$ cat src/rtl/gpu_regfile_pkg.sv
// Shared register-bank types and constants for the GPU register file and
// the clients that write into it (writeback arbiter, register_bank_gpu users).
package gpu_regfile_pkg;

    localparam int REG_NUM    = 32;
    localparam int DATA_WIDTH = 64;
    localparam int REG_AW     = $clog2(REG_NUM);

    typedef logic [REG_AW-1:0]     reg_addr_t;
    typedef logic [DATA_WIDTH-1:0] reg_data_t;

    // One writeback request as seen on the shared write port.
    typedef struct packed {
        logic      valid;
        reg_addr_t addr;
        reg_data_t data;
    } wb_req_t;

endpackage

$ cat src/rtl/gpu_regfile_wb_arbiter_if.sv
// Writeback bus between NUM_REQ execution-unit sources and the arbiter,
// plus the arbitrated write port that feeds the register bank.
// master: the requester side; slave: the arbiter.
interface gpu_regfile_wb_arbiter_if #(
    parameter int NUM_REQ = 4
);
    import gpu_regfile_pkg::*;

    localparam int SRC_W = $clog2(NUM_REQ);

    logic [NUM_REQ-1:0]            req_valid;
    logic [NUM_REQ*REG_AW-1:0]     req_addr;
    logic [NUM_REQ*DATA_WIDTH-1:0] req_data;
    logic [NUM_REQ-1:0]            req_ready;
    reg_addr_t                     wr_addr;
    reg_data_t                     wr_data;
    logic                          wr_en;
    logic [SRC_W-1:0]              wr_src;

    modport master (
        output req_valid, req_addr, req_data,
        input  req_ready, wr_addr, wr_data, wr_en, wr_src
    );

    modport slave (
        input  req_valid, req_addr, req_data,
        output req_ready, wr_addr, wr_data, wr_en, wr_src
    );

endinterface

$ cat src/rtl/gpu_regfile_wb_arbiter_rr_priority_picker.sv
// Combinational round-robin picker: searches req starting at ptr, wrapping,
// and returns the first set bit as a one-hot grant plus its index.
module rr_priority_picker #(
    parameter int N = 4
) (
    input  logic [N-1:0]         req,
    input  logic [$clog2(N)-1:0] ptr,
    output logic [N-1:0]         gnt,
    output logic [$clog2(N)-1:0] idx,
    output logic                 any
);

    localparam int IW = $clog2(N);

    // Walk the N candidates in priority order beginning at ptr.
    always_comb begin
        int cand;
        // NOTE: every variable driven here gets a default first, so no path can infer a latch.
        gnt  = '0;
        idx  = '0;
        any  = 1'b0;
        cand = 0;
        for (int k = 0; k < N; k++) begin
            cand = int'(ptr) + k;
            if (cand >= N) begin
                cand = cand - N;
            end
            if (!any && req[cand]) begin
                any       = 1'b1;
                gnt[cand] = 1'b1;
                idx       = IW'(cand);
            end
        end
    end

endmodule

$ cat src/rtl/gpu_regfile_wb_arbiter.sv
// Round-robin arbiter sharing the single register-bank write port among
// NUM_REQ writeback sources. The winner is registered onto wr_addr/wr_data/
// wr_en one cycle after the handshake; writes to r0 are consumed but never
// enabled. Optional macro GPU_WB_ARB_PERF_EN adds a saturating stall_cnt
// output counting cycles in which more than one requester was waiting.
module gpu_regfile_wb_arbiter
    import gpu_regfile_pkg::*;
#(
    parameter int NUM_REQ = 4
) (
    input  logic                      clk,
    input  logic                      reset_n,
    gpu_regfile_wb_arbiter_if.slave   wb
`ifdef GPU_WB_ARB_PERF_EN
    ,
    output logic [31:0]               stall_cnt
`endif
);

    localparam int SRC_W = $clog2(NUM_REQ);

    logic [SRC_W-1:0]   rr_ptr;
    logic [SRC_W-1:0]   next_ptr;
    logic [SRC_W-1:0]   gnt_idx;
    logic [NUM_REQ-1:0] gnt;
    logic               gnt_any;
    wb_req_t            winner;

    rr_priority_picker #(
        .N (NUM_REQ)
    ) u_picker (
        .req (wb.req_valid),
        .ptr (rr_ptr),
        .gnt (gnt),
        .idx (gnt_idx),
        .any (gnt_any)
    );

    // Nothing is accepted while reset is held, even if sources are valid.
    assign wb.req_ready = reset_n ? gnt : '0;

    // Pointer advances past the winner; explicit clear keeps it below NUM_REQ
    // when NUM_REQ is not a power of two.
    assign next_ptr = (gnt_idx == SRC_W'(NUM_REQ - 1)) ? '0 : gnt_idx + SRC_W'(1);

    // Select the granted requester's slice of the flattened request bus.
    always_comb begin
        winner       = '0;
        winner.valid = gnt_any;
        winner.addr  = wb.req_addr[gnt_idx*REG_AW +: REG_AW];
        winner.data  = wb.req_data[gnt_idx*DATA_WIDTH +: DATA_WIDTH];
    end

    // Output register and round-robin pointer; async reset discards a pending write.
    always_ff @(posedge clk or negedge reset_n) begin
        // NOTE: non-blocking assignments so every register samples pre-edge values.
        if (!reset_n) begin
            rr_ptr     <= '0;
            wb.wr_en   <= 1'b0;
            wb.wr_addr <= '0;
            wb.wr_data <= '0;
            wb.wr_src  <= '0;
        end else if (winner.valid) begin
            rr_ptr     <= next_ptr;
            wb.wr_en   <= (winner.addr != '0);
            wb.wr_addr <= winner.addr;
            wb.wr_data <= winner.data;
            wb.wr_src  <= gnt_idx;
        end else begin
            wb.wr_en   <= 1'b0;
        end
    end

`ifdef GPU_WB_ARB_PERF_EN
    logic stall;

    // A stall cycle is one where at least one valid requester lost arbitration.
    assign stall = ($countones(wb.req_valid) > 1);

    // Saturating stall counter.
    always_ff @(posedge clk or negedge reset_n) begin
        if (!reset_n) begin
            stall_cnt <= '0;
        end else if (stall && (stall_cnt != '1)) begin
            stall_cnt <= stall_cnt + 32'd1;
        end
    end
`endif

endmodule
$ cat src/flat_wrapper.sv
// flat-port wrapper written by rule: the top's interface ports become plain ports
module gpu_regfile_wb_arbiter_flat import gpu_regfile_pkg::*;
#(
    parameter int NUM_REQ = 4
)
  (clk, reset_n, wb_req_valid, wb_req_addr, wb_req_data, wb_req_ready, wb_wr_addr, wb_wr_data, wb_wr_en, wb_wr_src);
  gpu_regfile_wb_arbiter_if #(.NUM_REQ(NUM_REQ)) wb_i ();
  input  logic clk;
  input  logic reset_n;
  input wire logic [$bits(wb_i.req_valid)-1:0] wb_req_valid;
  input wire logic [$bits(wb_i.req_addr)-1:0] wb_req_addr;
  input wire logic [$bits(wb_i.req_data)-1:0] wb_req_data;
  output wire logic [$bits(wb_i.req_ready)-1:0] wb_req_ready;
  output wire logic [$bits(wb_i.wr_addr)-1:0] wb_wr_addr;
  output wire logic [$bits(wb_i.wr_data)-1:0] wb_wr_data;
  output wire logic [$bits(wb_i.wr_en)-1:0] wb_wr_en;
  output wire logic [$bits(wb_i.wr_src)-1:0] wb_wr_src;
  assign wb_i.req_valid = wb_req_valid;
  assign wb_i.req_addr = wb_req_addr;
  assign wb_i.req_data = wb_req_data;
  assign wb_req_ready = wb_i.req_ready;
  assign wb_wr_addr = wb_i.wr_addr;
  assign wb_wr_data = wb_i.wr_data;
  assign wb_wr_en = wb_i.wr_en;
  assign wb_wr_src = wb_i.wr_src;
  gpu_regfile_wb_arbiter #(.NUM_REQ(NUM_REQ)) u_core (.clk(clk), .reset_n(reset_n), .wb(wb_i));
endmodule
$ cat config.mk
export PLATFORM = sky130hd
export DESIGN_NAME = gpu_regfile_wb_arbiter_flat
export DESIGN_NICKNAME = d
export VERILOG_FILES = /design/src/rtl/gpu_regfile_pkg.sv /design/src/rtl/gpu_regfile_wb_arbiter_if.sv /design/src/rtl/gpu_regfile_wb_arbiter_rr_priority_picker.sv /design/src/rtl/gpu_regfile_wb_arbiter.sv /design/src/flat_wrapper.sv
export SDC_FILE = /design/constraint.sdc
export NUM_CORES = 1
export LEC_CHECK = 0
export CELL_PAD_IN_SITES_DETAIL_PLACEMENT = 1
export CELL_PAD_IN_SITES_GLOBAL_PLACEMENT = 1
export CORE_ASPECT_RATIO = 0.6
export CORE_MARGIN = 4
export CORE_UTILIZATION = 24
export CTS_CLUSTER_SIZE = 8
export DETAILED_ROUTE_END_ITERATION = 6
export PLACE_DENSITY_LB_ADDON = 0.1
export RECOVER_POWER = 50
export SLEW_MARGIN = 20
export SYNTH_ARGS = -nofsm -noshare
export SYNTH_HDL_FRONTEND = slang
export SYNTH_HIERARCHICAL = 1
export SYNTH_SLANG_ARGS = --single-unit
$ cat constraint.sdc
create_clock -name clk -period 3.3 [get_ports clk]
set_input_delay 0.495 -clock clk [delete_from_list [all_inputs] [get_ports clk]]
set_output_delay 0.495 -clock clk [all_outputs]
set_load 0.01 [all_outputs]
# After elaboration in Yosys (flattened, before gate mapping)
# Index checks and enable logic that the tools add are counted.
# word_totals
register_bits	74
out_inout_bits	76
# op_classes
add_sub_neg	8
bitwise_logic	3
n_eq_ne	1
n_lt_le_gt_ge	12
multipliers	1
n_mux	39
n_shift	2
reduce_logical	11
# op_table
operator	count
$shiftx 256x9->64	1
$ge 32x1->1 const B	4
$lt 32x4->1 const B	4
$mux 32	4
$mux 4	5
$shiftx 20x6->5	1
$mux 1	17
$or 4x4->4	3
$sub 3x3->4 const B	3
$mux 2	5
$ge 3x3->1 const B	3
$bmux 1 s2	4
$demux 1 s2	4
$logic_and 1x1->1	7
$add 2x2->3 const B	2
$mul 2x3->5 const B	1
$reduce_bool 5->1	1
$sub 2x3->4 const B	1
$add 2x1->3 const B	1
$ge 2x3->1 const B	1
$logic_not 1->1	3
$add 2x1->2 const B	1
$eq 2x2->1 const B	1

# Logic depth before layout (Yosys ltp)
# Gate-level depths: netlist (run 1).
# logic_depth
word_depth	19
depth_mapped	13
mapped_depth_nobuf	9

# Cells and area by module
# The synthesis (run 1) kept the hierarchy.
# by_module_without_submodules
module	area_per_inst_um2	instances	cells_per_inst
gpu_regfile_wb_arbiter	4399.2	1	248
rr_priority_picker	460.4	1	48

# Worst setup path after synthesis (run 1)
# Ideal clock, no wire load.
# synth_timing
path_kind	flip-flop to flip-flop
from	register u_core.rr_ptr[0]
to	register u_core.wb.wr_data[45]
period_less_slack_ns	3.401
arrival_time_ns	3.276
path_stages_with_launch	14
path_buffers	5
slack_ns	-0.101
path_cell_list	dfrtp_1 -> buf_6 -> inv_1 -> ha_1 -> mux4_2 -> buf_6 -> and2b_2 -> o21ai_0 -> o31ai_1 -> buf_6 -> buf_6 -> buf_2 -> mux4_2 -> mux2_2
# synth_between
elab_chain_cells	16
elab_cells_between_ends	42
cone_classes	add/sub: 7; order compare: 4; shift: 1; mux: 24; reduce/logical: 6
# synth_rtl
element	line_no	source
start, declared	gpu_regfile_wb_arbiter.sv:22	logic [SRC_W-1:0] rr_ptr;
start signal, assigned	gpu_regfile_wb_arbiter.sv:64	rr_ptr <= next_ptr;
parallel branches: the longest is 14 deep, another holds $sub 3x3->4	-	
$mux 2 *	gpu_regfile_wb_arbiter_rr_priority_picker.sv:28	if (!any && req[cand]) begin
via u_core.gnt_idx[0]	gpu_regfile_wb_arbiter.sv:24	logic [SRC_W-1:0] gnt_idx;
$shiftx 256x9->64 *	gpu_regfile_wb_arbiter.sv:51	winner.data = wb.req_data[gnt_idx*DATA_WIDTH +: DATA_WIDTH];
end signal, assigned	gpu_regfile_wb_arbiter.sv:67	wb.wr_data <= winner.data;
end, declared	gpu_regfile_wb_arbiter_if.sv:27	output req_ready, wr_addr, wr_data, wr_en, wr_src
# Mark *: on every way through the listed nets, which the timed path passes. The select of a mux whose other input is x is not followed.
# A chain may end at the register's enable or synchronous reset.

# Final worst setup path (run 1)
# layout_timing
from	register u_core.rr_ptr[0]
to	register u_core.wb.wr_en
# layout_between
elab_chain_cells	19
elab_cells_between_ends	45
cone_classes	add/sub: 7; mul: 1; order compare: 4; shift: 1; mux: 25; reduce/logical: 7
# layout_rtl
element	line_no	source
parallel branches: the longest is 14 deep, another holds $sub 3x3->4	-	
$mux 2 *	gpu_regfile_wb_arbiter_rr_priority_picker.sv:28	
via u_core.gnt_idx[0]	gpu_regfile_wb_arbiter.sv:24	
$mul 2x3->5 *	gpu_regfile_wb_arbiter.sv:50	winner.addr = wb.req_addr[gnt_idx*REG_AW +: REG_AW];
$shiftx 20x6->5 *	gpu_regfile_wb_arbiter.sv:50	
$reduce_bool 5->1 *	gpu_regfile_wb_arbiter.sv:65	wb.wr_en <= (winner.addr != '0);
$mux 1 *	gpu_regfile_wb_arbiter.sv:63	end else if (winner.valid) begin
end signal, assigned	gpu_regfile_wb_arbiter.sv:65	
end, declared	gpu_regfile_wb_arbiter_if.sv:27	
# Marked as above.

==> results of run 1 <==
[cell usage in the layout (no fill, tap or decap), types with 2 or more instances in the layout]
cell type,netlist,routed
clkbuf_16,0,9
dlygate4sd2_1,0,3
buf_12,0,5
mux4_2,70,73
mux2_2,75,75
nor2_1,3,3
o21ai_0,5,4
buf_4,0,30
dlymetal6s2s_1,0,4
dfrtp_1,74,74
buf_6,4,2
dlygate4sd3_1,0,37
ha_1,9,8
bufinv_16,0,2
inv_2,0,2
clkdlybuf4s50_1,0,311
a22oi_1,8,8
and2_1,4,4
inv_1,4,2
[timing repair]
item                                   in CTS  in global routing
pin swaps                                   1                  1
setup endpoints to repair                  13                 33
gates cloned                                0                  0
gates resized for setup                     6                 12
buffers inserted                            3                  7
endpoints found under the hold margin       0                  0
[layer usage]
| metal | global-route usage, % | part of all wire, % | wire length [microns] |
|---|---|---|---|
| met2 | 32.14 | 51 | 10710 |
| met4 | 2.960 | 0.98 | 204 |
| met3 | 6.394 | 9.2 | 1915 |
| met5 | 0 | 0.072 | 15 |
| met1 | 20.91 | 38 | 8017 |
[state kept, by name, indices dropped and copies added, names as in the netlist]
signal / count
u_core/rr_ptr: 2
u_core/wb.wr_addr: 5
u_core/wb.wr_data: 64
u_core/wb.wr_en: 1
u_core/wb.wr_src: 2
[metrics by stage]
step                total power, W  util [%]  std cells  setup TNS (ps)
floorplan                 0.006138         -        296          -283.0
global placement          0.008685     45.85        920          -12410
detailed placement        0.008855     45.85        920          -18600
CTS                        0.01003     47.56        937               0
global route               0.01054     47.88        944          -44.95
finish                    0.009843     47.88        944               0
[final timing paths]
kind,startpoint,to,slack (ps),cells past startpoint
max in group asynchronous,reset_n,u_core/wb.wr_data[0],780,2
worst min register to register,u_core/wb.wr_data[16],u_core/wb.wr_data[16],500,1
worst max-delay path,u_core/rr_ptr[0],u_core/wb.wr_en,80,12
min in group asynchronous,reset_n,u_core/wb.wr_data[51],510,1
worst min-delay path,u_core/wb.wr_data[16],u_core/wb.wr_data[16],500,1
worst max register to register,u_core/rr_ptr[0],u_core/wb.wr_en,80,12
[power by group]
group / internal [W] / switching, W / leakage, nW / total [W]
Clock: 0.000654 / 0.000382 / 0.147 / 0.00104
Sequential: 0.00146 / 0.000242 / 0.861 / 0.00170
Combinational: 0.00425 / 0.00286 / 2.60 / 0.00711
[cell type report]
class                   count  area share [%]
clock buffers               9           2.416
inverters                   4          0.1611
well taps                 266           3.570
flip-flops and latches     74           19.87
multi-input cells         191           30.99
repair buffers            395           42.12
clock inverters             5          0.8725
[critical path, cell delays in order (launching register included)]
cell and delay, ps:
dfrtp_1 420, inv_2 90, ha_4 310, mux4_2 340
and2b_2 240, o21ai_0 70, buf_4 150, o31ai_4 60
buf_12 160, buf_4 130, mux4_2 520, or4_4 430
o21a_1 180
[logic make-up after synthesis]
group / Yosys count
flip-flops: 74
buffers and inverters: 31
multiplexers: 149
adder cells (fa/ha/maj): 9
AND/OR/NAND/NOR: 14
AO/OA/AOI/OAI: 19
==> impl_metrics.py, run 1 <==
metrics = {
    "status": {
        "outcome": "finished, final reports clean",
    },
    "grt": {
        "gr-total-overflow": 0,
        "grt_first_pass_wirelength_mm": 31.29,
        "grt_usage_pct": 17.90,
        "grt_pass1_vias": 5105,
        "grt_max_degree": 52,
        "antenna_found_initial": 2,
    },
    "logic_synthesis": {
        "syn-mean-instance-area_sq_um": 16.42,
        "synth_edf_count": 0,
        "synthArstFlopShare_pct": 100.0,
        "netlist_instances": 296,
        "synth-xor-area-share_pct": 0,
        "synth_top_family_by_area": "multiplexers",
        "synthesis.nets": 587,
        "synthMuxAreaShare_pct": 51.65,
        "synth_compound_area_share_pct": 2.703,
        "synth_area_sq_mm": 0.004860,
        "yosys.area_share.adder_pct": 2.317,
        "ys.flop_type": "dfrtp_1",
        "ys_seq_area_share_pct": 38.11,
        "synth_area_leaders": "dfrtp_1 (38%), mux4_2 (32%), mux2_2 (17%)",
        "synth_warnings": 6,
        "ys_ff_latch": 74,
        "ys_types": 28,
        "yosys.area_share.simple_pct": 2.008,
        "yosysTopAreaCell": "dfrtp_1",
        "yosysMostFrequentCell": "mux2_2",
        "synthTopCellsByCount": "mux2_2 (75), dfrtp_1 (74), mux4_2 (70)",
        "yosys.area.top_type_share_pct": 38.11,
    },
    "cts": {
        "numCtsBuffers": 9,
        "h-tree-depth": 3,
        "clk_latency_ps": 320,
        "cts.sinks": 74,
        "clock_path_buffers": 2,
        "cts_tree": "built",
        "path_clk_slew_ps": 60,
        "cts-root-buf": "clkbuf_16",
        "hold_buffers": 0,
    },
    "detailed_routing": {
        "post_drt_wl_per_cell_microns": 22.10,
        "vias": 4415,
        "drtPass1Iterations": 4,
        "ant_nets": 0,
        "viasPerCell": 4.677,
        "drt_iter0_drc": 148,
        "drc": 0,
        "wl_mm": 20.86,
    },
    "critical_path": {
        "critPathLaunchType": "register",
        "cp.required_ps": 3520,
        "crit_path_end_kind": "register",
        "crit_type": "reg -> reg",
        "crit_fanout": 5,
        "crit_arrival_ps": 3440,
    },
    "timing": {
        "period_needed_ps": 3222,
        "timing.final.hold_violations": 0,
        "setup_viol": 0,
        "max_freq_mhz": 310.4,
        "rsz0062_at_grt": "true",
        "fin_hold_ws_ps": 501.7,
        "relSlewSlack_pct": 1.788,
        "fin_ws_ps": 78.08,
        "fin_skew_ps": 4.435,
        "tightest_slew_ps": 1473,
        "post-route-period-util_pct": 97.63,
        "drv_slew": 0,
    },
    "floorplanning": {
        "core_area_sq_mm": 0.01947,
        "io_pins": 358,
        "fp.dieArea_sq_mm": 0.02266,
        "rows": 39,
        "initial_core_util_pct": 24.96,
        "die_height_microns": 118.2,
        "die_x_microns": 191.7,
    },
    "flow_run": {
        "maxCapViolations": 0,
    },
    "final_layout": {
        "design_area_sq_mm": 0.009321,
        "layout.area.seq_sq_mm": 0.001852,
        "diodes": 0,
        "final_net_count": 966,
        "num-fill-cells": 1986,
        "drive_above_1_share_pct": 30.83,
        "area_growth_pct": 91.81,
        "multi_input_area_sq_mm": 0.002889,
    },
    "pwr": {
        "power.density_mw_per_mm2": 1056,
        "vdd_drop_max_mv": 0.4219,
        "leakagePower_nw": 3.606,
    },
    "place": {
        "pre_cts_slack_ps": -357.3,
        "dpl-instance-area_sq_mm": 0.008927,
        "gp_congestion": 0.7843,
        "numPortBuffers": 357,
        "place_hpwl_mm": 17.17,
    },
    "min_path": {
        "min_path_type": "reg -> reg",
    },
}
Power figures use the tool's default switching activity.
==> inputs of run 2 (changes only) <==
CTS_CLUSTER_SIZE = 30   (was 8)
==> results of run 2 <==
Final layout, timing and power as in run 1 (identical DEF).
==> inputs of run 3 (changes only) <==
CAP_MARGIN = 20   (was default)
==> results of run 3 <==
Final layout, timing and power as in run 1 (identical DEF).
